[src/rtl/binary_arcade_pkg.sv]
// binary_arcade_pkg: shared encodings and constants for the binary arcade blocks
package binary_arcade_pkg;
   typedef enum logic [2:0] {IDLE, LOAD, WAIT, RESULT, DONE} state_t;
   localparam int         DEF_WIDTH  = 4;
   localparam logic [7:0] DEF_SEED   = 8'hA5;
   localparam logic [7:0] LFSR_TAPS  = 8'hB8;
   // x^8+x^6+x^5+x^4+1: feedback is the parity of the tapped bits
   function automatic logic [7:0] lfsr_next(input logic [7:0] s);
      return {s[6:0], ^(s & LFSR_TAPS)};
   endfunction
endpackage

[src/rtl/binary_arcade_lfsr.sv]
// binary_arcade_lfsr: free-running 8-bit Fibonacci LFSR exposing its low WIDTH bits
module binary_arcade_lfsr
   import binary_arcade_pkg::*;
#(
   parameter int         WIDTH = DEF_WIDTH,
   parameter logic [7:0] SEED  = DEF_SEED
) (
   input  logic             clk,
   input  logic             reset,
   output logic [WIDTH-1:0] value
);
   logic [7:0] state;
   always_ff @(posedge clk or negedge reset)
      if (!reset) state <= SEED;
      else state <= lfsr_next(state);
   assign value = state[WIDTH-1:0];
endmodule

[src/rtl/binary_arcade_round_gen.sv]
// binary_arcade_round_gen: per-round challenge generator, response timer and hit/miss judge
module binary_arcade_round_gen
   import binary_arcade_pkg::*;
#(
   parameter int         WIDTH          = DEF_WIDTH,
   parameter int         TIMEOUT_CYCLES = 100,
   parameter int         ROUNDS         = 10,
   parameter logic [7:0] SEED           = DEF_SEED
) (
   input  logic                          clk,
   input  logic                          reset,
   input  logic                          start,
   input  logic                          submit,
   input  logic [WIDTH-1:0]              user_input,
   output logic [WIDTH-1:0]              random_number,
   output logic                          round_active,
   output logic                          hit,
   output logic                          miss,
   output logic                          timeout,
   output logic [$clog2(ROUNDS+1)-1:0]   round_num,
   output logic                          game_over
);
   localparam int TW = $clog2(TIMEOUT_CYCLES);
   localparam int RW = $clog2(ROUNDS+1);
   state_t            state_q, state_d;
   logic [TW-1:0]     timer;
   logic [WIDTH-1:0]  lfsr_low;
   logic              last_round, expired, idle_start;

   binary_arcade_lfsr #(.WIDTH(WIDTH), .SEED(SEED)) u_lfsr (
      .clk   (clk),
      .reset (reset),
      .value (lfsr_low)
   );

   assign last_round = round_num == RW'(ROUNDS - 1);
   assign expired    = timer == '0;
   assign idle_start = (state_q == IDLE || state_q == DONE) && start;

   always_ff @(posedge clk or negedge reset)
      if (!reset) state_q <= IDLE;
      else state_q <= state_d;

   always_comb begin
      state_d = state_q;
      unique case (state_q)
         IDLE, DONE: state_d = start ? LOAD : state_q;
         LOAD:       state_d = WAIT;
         WAIT:       state_d = (submit || expired) ? RESULT : WAIT;
         RESULT:     state_d = last_round ? DONE : LOAD;
         default:    state_d = IDLE;
      endcase
   end

   always_comb begin
      round_active = state_q == WAIT;
      game_over    = state_q == DONE;
   end

   // submit takes priority over expiry when both land in the same WAIT cycle
   always_ff @(posedge clk or negedge reset)
      if (!reset) begin
         random_number <= '0;
         timer         <= '0;
         round_num     <= '0;
         hit           <= 1'b0;
         miss          <= 1'b0;
         timeout       <= 1'b0;
      end else begin
         hit     <= 1'b0;
         miss    <= 1'b0;
         timeout <= 1'b0;
         if (state_q == LOAD) begin
            random_number <= lfsr_low;
            timer         <= TW'(TIMEOUT_CYCLES - 1);
         end
         if (state_q == WAIT) begin
            if (submit) begin
               hit  <= user_input == random_number;
               miss <= user_input != random_number;
            end else if (expired) begin
               miss    <= 1'b1;
               timeout <= 1'b1;
            end else timer <= timer - 1'b1;
         end
         if (idle_start) round_num <= '0;
         if (state_q == RESULT) round_num <= round_num + 1'b1;
      end
endmodule
[config.mk]
export PLATFORM = sky130hd
export DESIGN_NAME = binary_arcade_round_gen
export DESIGN_NICKNAME = d
export VERILOG_FILES = /design/src/rtl/binary_arcade_pkg.sv /design/src/rtl/binary_arcade_lfsr.sv /design/src/rtl/binary_arcade_round_gen.sv
export SDC_FILE = /design/constraint.sdc
export NUM_CORES = 1
export LEC_CHECK = 0
export BUFFER_PORTS_ARGS = -buffer_cell sky130_fd_sc_hd__buf_2
export CAP_MARGIN = 20
export CORE_AREA = 2 2 57 59
export CTS_BUF_LIST = sky130_fd_sc_hd__clkbuf_2 sky130_fd_sc_hd__clkbuf_4 sky130_fd_sc_hd__clkbuf_8
export CTS_CLUSTER_SIZE = 12
export DETAILED_ROUTE_END_ITERATION = 7
export DIE_AREA = 0 0 59 61
export GPL_TIMING_DRIVEN = 0
export PLACE_DENSITY = 0.74
export SLEW_MARGIN = 10
export SYNTH_ARGS = -nofsm -noshare
export SYNTH_HDL_FRONTEND = slang
export SYNTH_HIERARCHICAL = 1
export SYNTH_SLANG_ARGS = --single-unit
[constraint.sdc]
create_clock -name clk -period 1.5 [get_ports clk]
set_input_delay 0.225 -clock clk [delete_from_list [all_inputs] [get_ports clk]]
set_output_delay 0.225 -clock clk [all_outputs]
set_load 0.03 [all_outputs]
==> metrics.csv, run 1 <==
stage;metric;value;unit
floorplanning;initial_utilization;44.41;%
floorplanning;die_ar;3599;µm²
routing;dr.max_layer_used;met4;
run;max_capacitance_violation_total;0;
power;clock_power_share;19.7;%
power;power.share.switching;38.29;%
power;cellLeakagePower;0.8285;nW
synthesis;synth_fa_ha_area_share;3.817;%
power;design_power_total;2.447;mW
global_route;grt_use_total;15.80;%
finish;layout.filler_cells;256;
clock_tree;numCtsBuffers;5;
clock_tree;clockRootBuffer;sky130_fd_sc_hd__clkbuf_4;
routing;wire_length_after_detailed_routing;2414;µm
synthesis;synth.yosys.warnings;6;
sta;fin_crit;1.567;ns
clock_tree;clock_tree.htree_level_count;2;
routing;drt_iter0_markers;16;
worst_setup_path;timing.critical_path.buf_inv;0;
clock_tree;clock_sink_count;29;
clock_tree;max_clock_buf_depth;2;
clock_tree;worst_setup_hold_path_clk_slew;0.11;ns
synthesis;syn-cell-area;1311;µm²
sta;setup_viol_count_final;6;
synthesis;ys_seq_area_share;55.73;%
synthesis;synth_enable_flop_cells;0;
global_route;global_route.overflow_total;0;
sta;fin_ws;-0.06707;ns
floorplanning;area_of_the_placeable_core;2953;µm²
synthesis;synth-seq-cells;29;
sta;rsz0062_at_grt;true;
routing;drcViolationCount;0;
synthesis;async_flop_share;100.0;%
synthesis;most_instantiated_flip_flop_cell_in_the_synthesis_netlist;sky130_fd_sc_hd__dfrtp_1;
sta;hold-worst-slack;0.1943;ns
global_route;grt_pass1_vias;947;
synthesis;combinational_family_with_the_most_area_after_synthesis;simple AND/OR/NAND/NOR gates;
place;gp_routability_congestion;0.7409;
finish;antenna_cells;0;
sta;maxSlewViolCount;0;
worst_setup_path;critPathMaxFanout;6;
power;p_int;1.510;mW
global_route;grt_pass1_wl;4002;µm
floorplanning;chipWidth;59;µm
finish;post_route_cells_drive_above_1_share;41.18;%
synthesis;synthesized_area_fraction_occupied_by_ao_oa_aoi_and_oai_cells;8.015;%
power;seq_power_share;43.2;%
sta;worst_slew_pin_slew;0.6225;ns
worst_setup_path;setup.worst_path.start_class;flop;
power;p_per_cell_area;1485;nW/µm²
synthesis;post_synth_inst_count;115;
finish;final_nets;164;
worst_setup_path;crit_slowest_cell;sky130_fd_sc_hd__dfrtp_2;
sta;final_hold_viol_count;0;
synthesis;postSynthNetCount;127;
sta;final.setup_skew;0.01188;ns
worst_setup_path;worst_path_largest_cell_delay;0.50;ns
synthesis;synth.mux.area_fraction;5.630;%
synthesis;avgSynthCellArea;11.40;µm²
global_route;grt_antenna_before_repair;0;
worst_setup_path;critPathCaptureType;flop;
worst_setup_path;worst_ep_arrival_time;1.78;ns
sta;setup-tns-final;-0.2531;ns
place;detailedPlacementHpwl;1630;µm
worst_setup_path;timing_worst_setup_path_type;reg -> reg;
routing;route.detailed.vias_per_inst;5.134;
synthesis;synth_simple_gate_area_share;17.75;%
floorplanning;design.portCount;21;
power;switching_component_of_the_power;937.0;µW
global_route;maximum_number_of_pins_on_one_net_before_global_route_repair;30;
routing;wl_met3;106;µm
floorplanning;std_cell_rows;20;
routing;vias;955;
status;violated_checks;setup timing;
routing;wl_per_cell;12.98;µm
routing;ant_nets;0;
synthesis;unique_cell_type_count_in_the_yosys_netlist;34;
clock_tree;clock_insertion_delay_worst_skew;0.33;ns
synthesis;synth_xor_xnor_area_share;4.676;%
worst_setup_path;worst_ep_required_time;1.72;ns
sta;achievable_clock_frequency;0.6381;GHz
finish;area_growth_syn_to_layout;25.67;%
worst_setup_path;timing.critical_path.max_delay_family;simple AND/OR/NAND/NOR gates;
hold_path;worst_hold_path_type;in -> reg;
status;result_of_the_run;finished, violations left;
power;peakVddDrop;0.5865;mV
routing;metal1_wirelength;1044;µm
power;power.share.combinational;37.1;%
clock_tree;clock_tree_from_tritoncts;yes;
sta;worst_slew_margin_rel;58.50;%
routing;wl_met2;1182;µm
worst_setup_path;crit_chain;nor4b_4, o211ai_2, or3_4, mux2i_1;
floorplanning;chipHeight;61;µm
routing;drt-pass1-iter-count;4;
place;place.port_buffers;20;
place;dp_worst_setup_slack;-0.1739;ns
sta;period_share;104.5;%
==> flip-flops by register name, summed over array words and instances, names as in the netlist <==
signal / flops
state_q: 3
u_lfsr/state: 8
miss: 1
random_number: 4
hit: 1
timeout: 1
timer: 7
round_num: 4
==> cells in the mapped netlist, drive strengths merged, types with 2 or more instances <==
library cell / n / share of area (%)
nand2: 8 / 2.3
nor2: 12 / 3.4
a22o: 2 / 1.3
and2: 3 / 1.5
buf: 5 / 2.7
nor3b: 2 / 1.1
dfrtp: 25 / 48
ha: 4 / 3.8
o211ai: 2 / 1.5
xor2: 3 / 2.0
a21oi: 3 / 1.1
xnor2: 4 / 2.7
nand2b: 3 / 1.4
o21ai: 6 / 2.3
inv: 6 / 1.7
nor3: 3 / 1.1
mux2i: 4 / 3.1
dfstp: 4 / 8.0
nand4: 2 / 0.95
mux2: 3 / 2.6
==> cells by family after synthesis <==
group / count (synthesis)
flip-flops: 29
adder cells (fa/ha/maj): 4
AO/OA/AOI/OAI: 16
AND/OR/NAND/NOR: 41
buffers and inverters: 11
XOR/XNOR: 7
multiplexers: 7
==> final timing paths <==
check	start	to	slack [ns]	depth (start not counted)
worst max register to register	state_q[0]	timer[5]	-0.07	4
worst min-delay path	start	state_q[0]	0.19	3
worst max-delay path	state_q[0]	timer[5]	-0.07	4
min in group asynchronous	reset	timer[6]	0.44	2
max in group asynchronous	reset	state_q[2]	0.63	2
worst min register to register	u_lfsr/state[6]	u_lfsr/state[7]	0.36	0
==> cell type report <==
cell class                 instances  area, µm²  share of cell area [%]
multi-input combinational         75      561.8                   34.09
inverter                           6      22.52                   1.367
sequential                        29      734.5                   44.57
tap                               33      41.29                   2.506
clock buffer                       5      37.54                   2.278
timing repair buffer              30      190.2                   11.54
clock inverter                     3      22.52                   1.367
buffer                             5      37.54                   2.278
==> cell usage in the layout, fill, tap and decap left out, types with 2 or more instances in the layout <==
master | synthesis | layout
sky130_fd_sc_hd__nor3_1 | 3 | 3
sky130_fd_sc_hd__dfstp_2 | 4 | 4
sky130_fd_sc_hd__xor2_1 | 3 | 3
sky130_fd_sc_hd__buf_2 | 1 | 18
sky130_fd_sc_hd__dfrtp_1 | 25 | 22
sky130_fd_sc_hd__nand2_1 | 8 | 8
sky130_fd_sc_hd__ha_1 | 4 | 4
sky130_fd_sc_hd__mux2_2 | 3 | 3
sky130_fd_sc_hd__buf_6 | 0 | 2
sky130_fd_sc_hd__inv_1 | 6 | 6
sky130_fd_sc_hd__clkbuf_4 | 0 | 5
sky130_fd_sc_hd__nand2b_1 | 3 | 3
sky130_fd_sc_hd__mux2i_1 | 4 | 4
sky130_fd_sc_hd__xnor2_1 | 4 | 4
sky130_fd_sc_hd__dfrtp_2 | 0 | 3
sky130_fd_sc_hd__buf_4 | 4 | 14
sky130_fd_sc_hd__a22o_1 | 2 | 2
sky130_fd_sc_hd__nand4_1 | 2 | 2
sky130_fd_sc_hd__a21oi_1 | 3 | 3
sky130_fd_sc_hd__o21ai_0 | 6 | 6
sky130_fd_sc_hd__nor2_1 | 12 | 11
sky130_fd_sc_hd__clkinvlp_4 | 0 | 3
==> metal layers <==
metal  up-vias  track usage, %
met5         -               0
met4         0           11.69
met3         9           4.691
met2        29           25.24
met1       450           18.04
li1        467               -
==> worst register-to-register path, cell delays in order (launching register included) <==
cell	delay (ns)
sky130_fd_sc_hd__dfrtp_2	0.50
sky130_fd_sc_hd__nor4b_4	0.33
sky130_fd_sc_hd__o211ai_2	0.16
sky130_fd_sc_hd__or3_4	0.35
sky130_fd_sc_hd__mux2i_1	0.12
==> power groups by stage <==
stage	sequential [mW]	combinational [mW]	clock, mW
final	1.06	0.909	0.482
after global routing	1.07	0.989	0.536
after global placement	1.05	0.649	0
after detailed placement	1.06	0.680	0
after floorplan	1.12	0.418	0
after CTS	1.04	0.831	0.493
==> timing repair <==
action | CTS | global route
setup buffers | 6 | 3
gates cloned | 0 | 0
endpoints found under the setup margin | 11 | 11
resized for setup | 9 | 6
pin swaps | 4 | 2
hold buffers | 1 | 0
endpoints found under the hold margin | 25 | 0
==> stage by stage <==
| stage | utilization (%) | cells | cell area [µm²] |
|---|---|---|---|
| 2_1_floorplan | - | 115 | 1316 |
| 3_3_place_gp | 49.36 | 168 | 1458 |
| 3_5_place_dp | 49.36 | 168 | 1458 |
| 4_1_cts | 54.15 | 183 | 1599 |
| 5_1_grt | 55.81 | 186 | 1648 |
| 6_report | 55.81 | 186 | 1648 |
(Power assumes the default switching activity.)
==> run 2, diff against run 1 <==
--- a/config.mk
+++ b/config.mk
@@ -7,13 +7,13 @@
 export LEC_CHECK = 0
 export BUFFER_PORTS_ARGS = -buffer_cell sky130_fd_sc_hd__buf_2
 export CAP_MARGIN = 20
-export CORE_AREA = 2 2 57 59
+export CORE_AREA = 2 2 61 63
 export CTS_BUF_LIST = sky130_fd_sc_hd__clkbuf_2 sky130_fd_sc_hd__clkbuf_4 sky130_fd_sc_hd__clkbuf_8
 export CTS_CLUSTER_SIZE = 12
 export DETAILED_ROUTE_END_ITERATION = 7
-export DIE_AREA = 0 0 59 61
+export DIE_AREA = 0 0 63 65
 export GPL_TIMING_DRIVEN = 0
-export PLACE_DENSITY = 0.74
+export PLACE_DENSITY = 0.67
 export SLEW_MARGIN = 10
 export SYNTH_ARGS = -nofsm -noshare
 export SYNTH_HDL_FRONTEND = slang
==> metrics.csv, run 2 (synthesis gave the netlist of run 1 again) <==
stage;metric;value;unit
sta;worst_slew_margin_rel;57.56;%
clock_tree;clock_tree.htree_level_count;2;
floorplanning;chipWidth;63;µm
finish;largest_reg_flops;8;
routing;ant_nets;0;
routing;route.detailed.vias_per_inst;4.894;
worst_setup_path;worst_path_largest_cell_delay;0.49;ns
floorplanning;std_cell_rows;22;
sta;maxSlewViolCount;0;
routing;vias;969;
finish;post_route_cells_drive_above_1_share;42.67;%
place;gp_routability_congestion;0.7686;
finish;antenna_cells;0;
sta;final_hold_viol_count;0;
floorplanning;area_of_the_placeable_core;3496;µm²
worst_setup_path;timing_worst_setup_path_type;reg -> reg;
clock_tree;clockRootBuffer;sky130_fd_sc_hd__clkbuf_4;
clock_tree;worst_setup_hold_path_clk_slew;0.09;ns
global_route;maximum_number_of_pins_on_one_net_before_global_route_repair;30;
hold_path;worst_hold_path_type;in -> reg;
place;placed_cells_incl_taps;183;
status;result_of_the_run;finished, violations left;
power;peakVddDrop;0.6169;mV
place;detailedPlacementHpwl;1703;µm
finish;most-common-layout-cells;22 x sky130_fd_sc_hd__dfrtp_1, 18 x sky130_fd_sc_hd__buf_2, 11 x sky130_fd_sc_hd__nor2_1, 11 x sky130_fd_sc_hd__buf_4, 7 x sky130_fd_sc_hd__nand2_1;
finish;final_nets;161;
clock_tree;max_clock_buf_depth;2;
clock_tree;numCtsBuffers;5;
finish;layout.filler_cells;339;
floorplanning;initial_utilization;37.51;%
worst_setup_path;crit_slowest_cell;sky130_fd_sc_hd__dfrtp_2;
floorplanning;die_ar;4095;µm²
worst_setup_path;worst_ep_required_time;1.71;ns
sta;achievable_clock_frequency;0.6477;GHz
clock_tree;clock_tree_from_tritoncts;yes;
sta;worst_slew_pin_slew;0.6366;ns
global_route;grt_use_total;14.05;%
place;place.port_buffers;20;
worst_setup_path;crit_chain;nor4b_4, o211ai_2, or3_1, mux2i_1;
worst_setup_path;timing.critical_path.buf_inv;0;
run;max_capacitance_violation_total;0;
routing;wire_length_after_detailed_routing;2511;µm
power;p_per_cell_area;1446;nW/µm²
floorplanning;chipHeight;65;µm
global_route;grt_pass1_vias;994;
sta;fin_ws;-0.04402;ns
finish;top_register;u_lfsr/state;
sta;setup_viol_count_final;4;
global_route;grt_antenna_before_repair;0;
worst_setup_path;timing.critical_path.max_delay_family;simple AND/OR/NAND/NOR gates;
floorplanning;design.portCount;21;
routing;drcViolationCount;0;
clock_tree;clock_sink_count;29;
worst_setup_path;worst_ep_arrival_time;1.75;ns
sta;rsz0062_at_grt;true;
sta;fin_crit;1.544;ns
status;violated_checks;setup timing;
worst_setup_path;critPathMaxFanout;7;
finish;post_layout_instance_count_excluding_filler_cells;198;
power;cellLeakagePower;0.8387;nW
routing;drt_iter0_markers;33;
global_route;grt_pass1_wl;4416;µm
worst_setup_path;critPathCaptureType;flop;
routing;wl_per_cell;12.68;µm
worst_setup_path;setup.worst_path.start_class;flop;
finish;final_common_cell;sky130_fd_sc_hd__dfrtp_1;
global_route;global_route.overflow_total;0;
routing;drt-pass1-iter-count;2;
clock_tree;clock_insertion_delay_worst_skew;0.32;ns
sta;final.setup_skew;0.004928;ns
finish;area_growth_syn_to_layout;26.72;%
place;dp_worst_setup_slack;-0.1350;ns
sta;period_share;102.9;%
finish;largest_registers;u_lfsr/state: 8 flops, timer: 7 flops;
run 2: changes by cell type in the layout (fill, tap and decap cells not counted), sizes merged:
cell / delta
buf: -4
clkinv: +1
clkinvlp: -3
clkbuf: +3
run 2: final cells by class:
cell class	count	area [µm²]	share of cell area [%]
Sequential cell	29	734.5	44.20
Tap cell	48	60.06	3.614
Multi-Input combinational cell	75	573.1	34.49
Clock inverter	1	5.005	0.3012
Timing Repair Buffer	27	163.9	9.864
Clock buffer	7	65.06	3.916
Buffer	5	37.54	2.259
Inverter	6	22.52	1.355
run 2: final timing paths:
check,cells after the start,startpoint,slack [ns],endpoint
hold reg to reg,0,u_lfsr/state[6],0.36,u_lfsr/state[7]
min in group asynchronous,2,reset,0.45,random_number[2]
setup / recovery,4,state_q[0],-0.04,timer[5]
setup reg to reg,4,state_q[0],-0.04,timer[5]
max in group asynchronous,2,reset,0.60,state_q[2]
hold / removal,3,start,0.22,state_q[0]
run 2: per-layer routing:
metal | wire [µm] | up-vias | global-route usage [%]
met3 | 84 | 9 | 4.340
met4 | 74 | 0 | 7.500
met1 | 1024 | 480 | 15.09
met5 | 0 | - | 0
li1 | - | 462 | -
met2 | 1327 | 18 | 24.73
run 2: power by group:
| group | switching, mW | internal [mW] | total (mW) |
|---|---|---|---|
| Combinational | 0.458 | 0.349 | 0.807 |
| Sequential | 0.160 | 0.902 | 1.06 |
| Clock | 0.262 | 0.271 | 0.534 |
run 2: worst min-delay path: stages:
cell and delay (ns):
sky130_fd_sc_hd__buf_2 0.11, sky130_fd_sc_hd__nand2_1 0.08, sky130_fd_sc_hd__o211ai_1 0.09
run 2: timing repair:
item	4_1_cts	5_1_grt
pin swaps	2	5
gates resized for setup	10	9
hold endpoints to repair	25	0
setup endpoints to repair	11	13
setup buffers	5	1
hold buffers	1	0
run 2: stage by stage:
stage / total power, mW / area, µm² / utilization (%) / TNS [ns] / hold slack, ns
global placement: 1.698 / 1476 / 42.23 / -0.5914 / 0.2731
detailed placement: 1.732 / 1476 / 42.23 / -0.9145 / 0.2877
floorplan: 1.536 / 1316 / - / -0.02637 / -0.07059
finish: 2.402 / 1662 / 47.53 / -0.1270 / 0.2224
CTS: 2.365 / 1624 / 46.46 / -0.1874 / 0.2132
global route: 2.568 / 1662 / 47.53 / -0.6147 / 0.2277
==> run 3, diff against run 2 <==
--- a/config.mk
+++ b/config.mk
@@ -7,11 +7,11 @@
 export LEC_CHECK = 0
 export BUFFER_PORTS_ARGS = -buffer_cell sky130_fd_sc_hd__buf_2
 export CAP_MARGIN = 20
-export CORE_AREA = 2 2 61 63
+export CORE_AREA = 2 2 64 60
 export CTS_BUF_LIST = sky130_fd_sc_hd__clkbuf_2 sky130_fd_sc_hd__clkbuf_4 sky130_fd_sc_hd__clkbuf_8
 export CTS_CLUSTER_SIZE = 12
 export DETAILED_ROUTE_END_ITERATION = 7
-export DIE_AREA = 0 0 63 65
+export DIE_AREA = 0 0 66 62
 export GPL_TIMING_DRIVEN = 0
 export PLACE_DENSITY = 0.67
 export SLEW_MARGIN = 10
==> metrics.csv, run 3 (synthesis gave the netlist of run 1 again) <==
stage;metric;value;unit
global_route;grt_antenna_before_repair;0;
routing;drcViolationCount;0;
power;power.share.combinational;32.7;%
routing;drt-pass1-iter-count;4;
global_route;grt_pass1_vias;850;
sta;worst_slew_margin_rel;57.88;%
worst_setup_path;setup.worst_path.start_class;flop;
global_route;maximum_number_of_pins_on_one_net_before_global_route_repair;30;
floorplanning;std_cell_rows;21;
power;p_int;1.584;mW
power;p_per_cell_area;1497;nW/µm²
finish;design_area;1668;µm²
floorplanning;area_of_the_placeable_core;3521;µm²
clock_tree;clock_tree.htree_level_count;2;
sta;maxSlewViolCount;0;
global_route;grt_use_total;13.00;%
worst_setup_path;timing.critical_path.max_delay_family;simple AND/OR/NAND/NOR gates;
floorplanning;initial_utilization;37.24;%
finish;final_nets;161;
worst_setup_path;crit_slowest_cell;sky130_fd_sc_hd__or4_4;
power;seq_power_share;42.0;%
worst_setup_path;crit_chain;or4_4, o211ai_2, or3_1, mux2i_1;
power;design_power_total;2.496;mW
power;switching_component_of_the_power;912.4;µW
clock_tree;numCtsBuffers;5;
routing;ant_nets;0;
worst_setup_path;critPathMaxFanout;4;
worst_setup_path;worst_path_largest_cell_delay;0.58;ns
sta;final.setup_skew;0.007415;ns
power;cellLeakagePower;0.8348;nW
worst_setup_path;worst_ep_required_time;1.70;ns
routing;vias;937;
place;place_area;1474;µm²
hold_path;worst_hold_path_type;in -> reg;
routing;wl_per_cell;12.20;µm
power;power.share.switching;36.55;%
floorplanning;chipWidth;66;µm
place;detailedPlacementHpwl;1685;µm
run;max_capacitance_violation_total;0;
finish;finalCoreUtilization;47.37;%
routing;route.detailed.vias_per_inst;4.781;
floorplanning;die_ar;4092;µm²
sta;setup-tns-final;-0.1620;ns
worst_setup_path;critPathCaptureType;flop;
clock_tree;worst_setup_hold_path_clk_slew;0.06;ns
sta;period_share;104.0;%
finish;post_route_cells_drive_above_1_share;41.33;%
place;gp_routability_congestion;0.7472;
finish;top_register;u_lfsr/state;
sta;fin_ws;-0.06003;ns
worst_setup_path;worst_ep_arrival_time;1.76;ns
sta;final_hold_viol_count;0;
clock_tree;clock_insertion_delay_worst_skew;0.28;ns
finish;most-common-layout-cells;22 x sky130_fd_sc_hd__dfrtp_1, 18 x sky130_fd_sc_hd__buf_2, 11 x sky130_fd_sc_hd__buf_4, 11 x sky130_fd_sc_hd__nor2_1, 7 x sky130_fd_sc_hd__nand2_1;
finish;largest_registers;u_lfsr/state: 8 flops, timer: 7 flops;
power;peakVddDrop;0.6079;mV
floorplanning;chipHeight;62;µm
sta;worst_slew_pin_slew;0.6318;ns
clock_tree;clockRootBuffer;sky130_fd_sc_hd__clkbuf_8;
finish;final_common_cell;sky130_fd_sc_hd__dfrtp_1;
sta;fin_crit;1.560;ns
clock_tree;max_clock_buf_depth;2;
worst_setup_path;timing_worst_setup_path_type;reg -> reg;
finish;area_growth_syn_to_layout;27.19;%
clock_tree;clock_tree_from_tritoncts;yes;
sta;rsz0062_at_grt;true;
place;place.port_buffers;20;
global_route;global_route.overflow_total;0;
floorplanning;design.portCount;21;
power;clock_power_share;25.3;%
status;result_of_the_run;finished, violations left;
sta;achievable_clock_frequency;0.6410;GHz
routing;drt_iter0_markers;23;
finish;antenna_cells;0;
sta;setup_viol_count_final;5;
status;violated_checks;setup timing;
finish;largest_reg_flops;8;
routing;wire_length_after_detailed_routing;2392;µm
global_route;grt_pass1_wl;3829;µm
clock_tree;clock_sink_count;29;
worst_setup_path;timing.critical_path.buf_inv;0;
[run 3: stage by stage]
| stage | instances | setup slack (ns) | hold slack, ns |
|---|---|---|---|
| after global placement | 181 | -0.1227 | 0.2779 |
| after detailed placement | 181 | -0.1867 | 0.2839 |
| after floorplan | 115 | -0.01131 | -0.07059 |
| after global routing | 196 | -0.1254 | 0.2832 |
| after CTS | 194 | -0.03793 | 0.2581 |
| final | 196 | -0.06003 | 0.2619 |
[run 3: final cells by class]
cell class	count	area [µm²]
inverters	6	22.52
plain buffers	5	37.54
fillers	331	1853
multi-input cells	75	564.3
clock buffers	5	68.82
well taps	46	57.56
clock inverters	3	22.52
flip-flops and latches	29	734.5
repair buffers	27	160.2
[run 3: worst register-to-register path: cells and delay by family (launching register included)]
kind            cells  cell delay [ns]
compound gates      1             0.19
simple gates        2             0.73
mux                 1             0.19
flops               1             0.38
[run 3: path summary, 6_finish.rpt]
check,startpoint,end,slack (ns),cells after the start
worst min register to register,u_lfsr/state[6],u_lfsr/state[7],0.36,0
min in group asynchronous,reset,u_lfsr/state[1],0.49,2
worst min-delay path,start,state_q[0],0.26,3
worst max register to register,timer[4],timer[5],-0.06,4
worst max-delay path,timer[4],timer[5],-0.06,4
max in group asynchronous,reset,state_q[2],0.55,2
[run 3: metal layers]
| layer | routed length, µm | GRT usage [%] |
|---|---|---|
| met1 | 1090 | 15.32 |
| met2 | 1162 | 21.07 |
| met3 | 108 | 5.405 |
| met4 | 32 | 6.122 |
| met5 | 0 | 0 |
[run 3: repair_timing]
item / 4_1_cts / 5_1_grt
pin swaps: 2 / 3
endpoints found under the hold margin: 25 / 0
resized for setup: 9 / 5
hold buffers: 1 / 0
endpoints found under the setup margin: 10 / 12
buffers inserted: 4 / 2
[run 3: power groups by stage]
stage	Sequential, mW	Clock [mW]	Combinational (mW)
2_1_floorplan	1.12	0	0.418
3_3_place_gp	1.05	0	0.653
3_5_place_dp	1.06	0	0.677
4_1_cts	1.04	0.651	0.764
5_1_grt	1.07	0.680	0.906
6_report	1.05	0.631	0.816
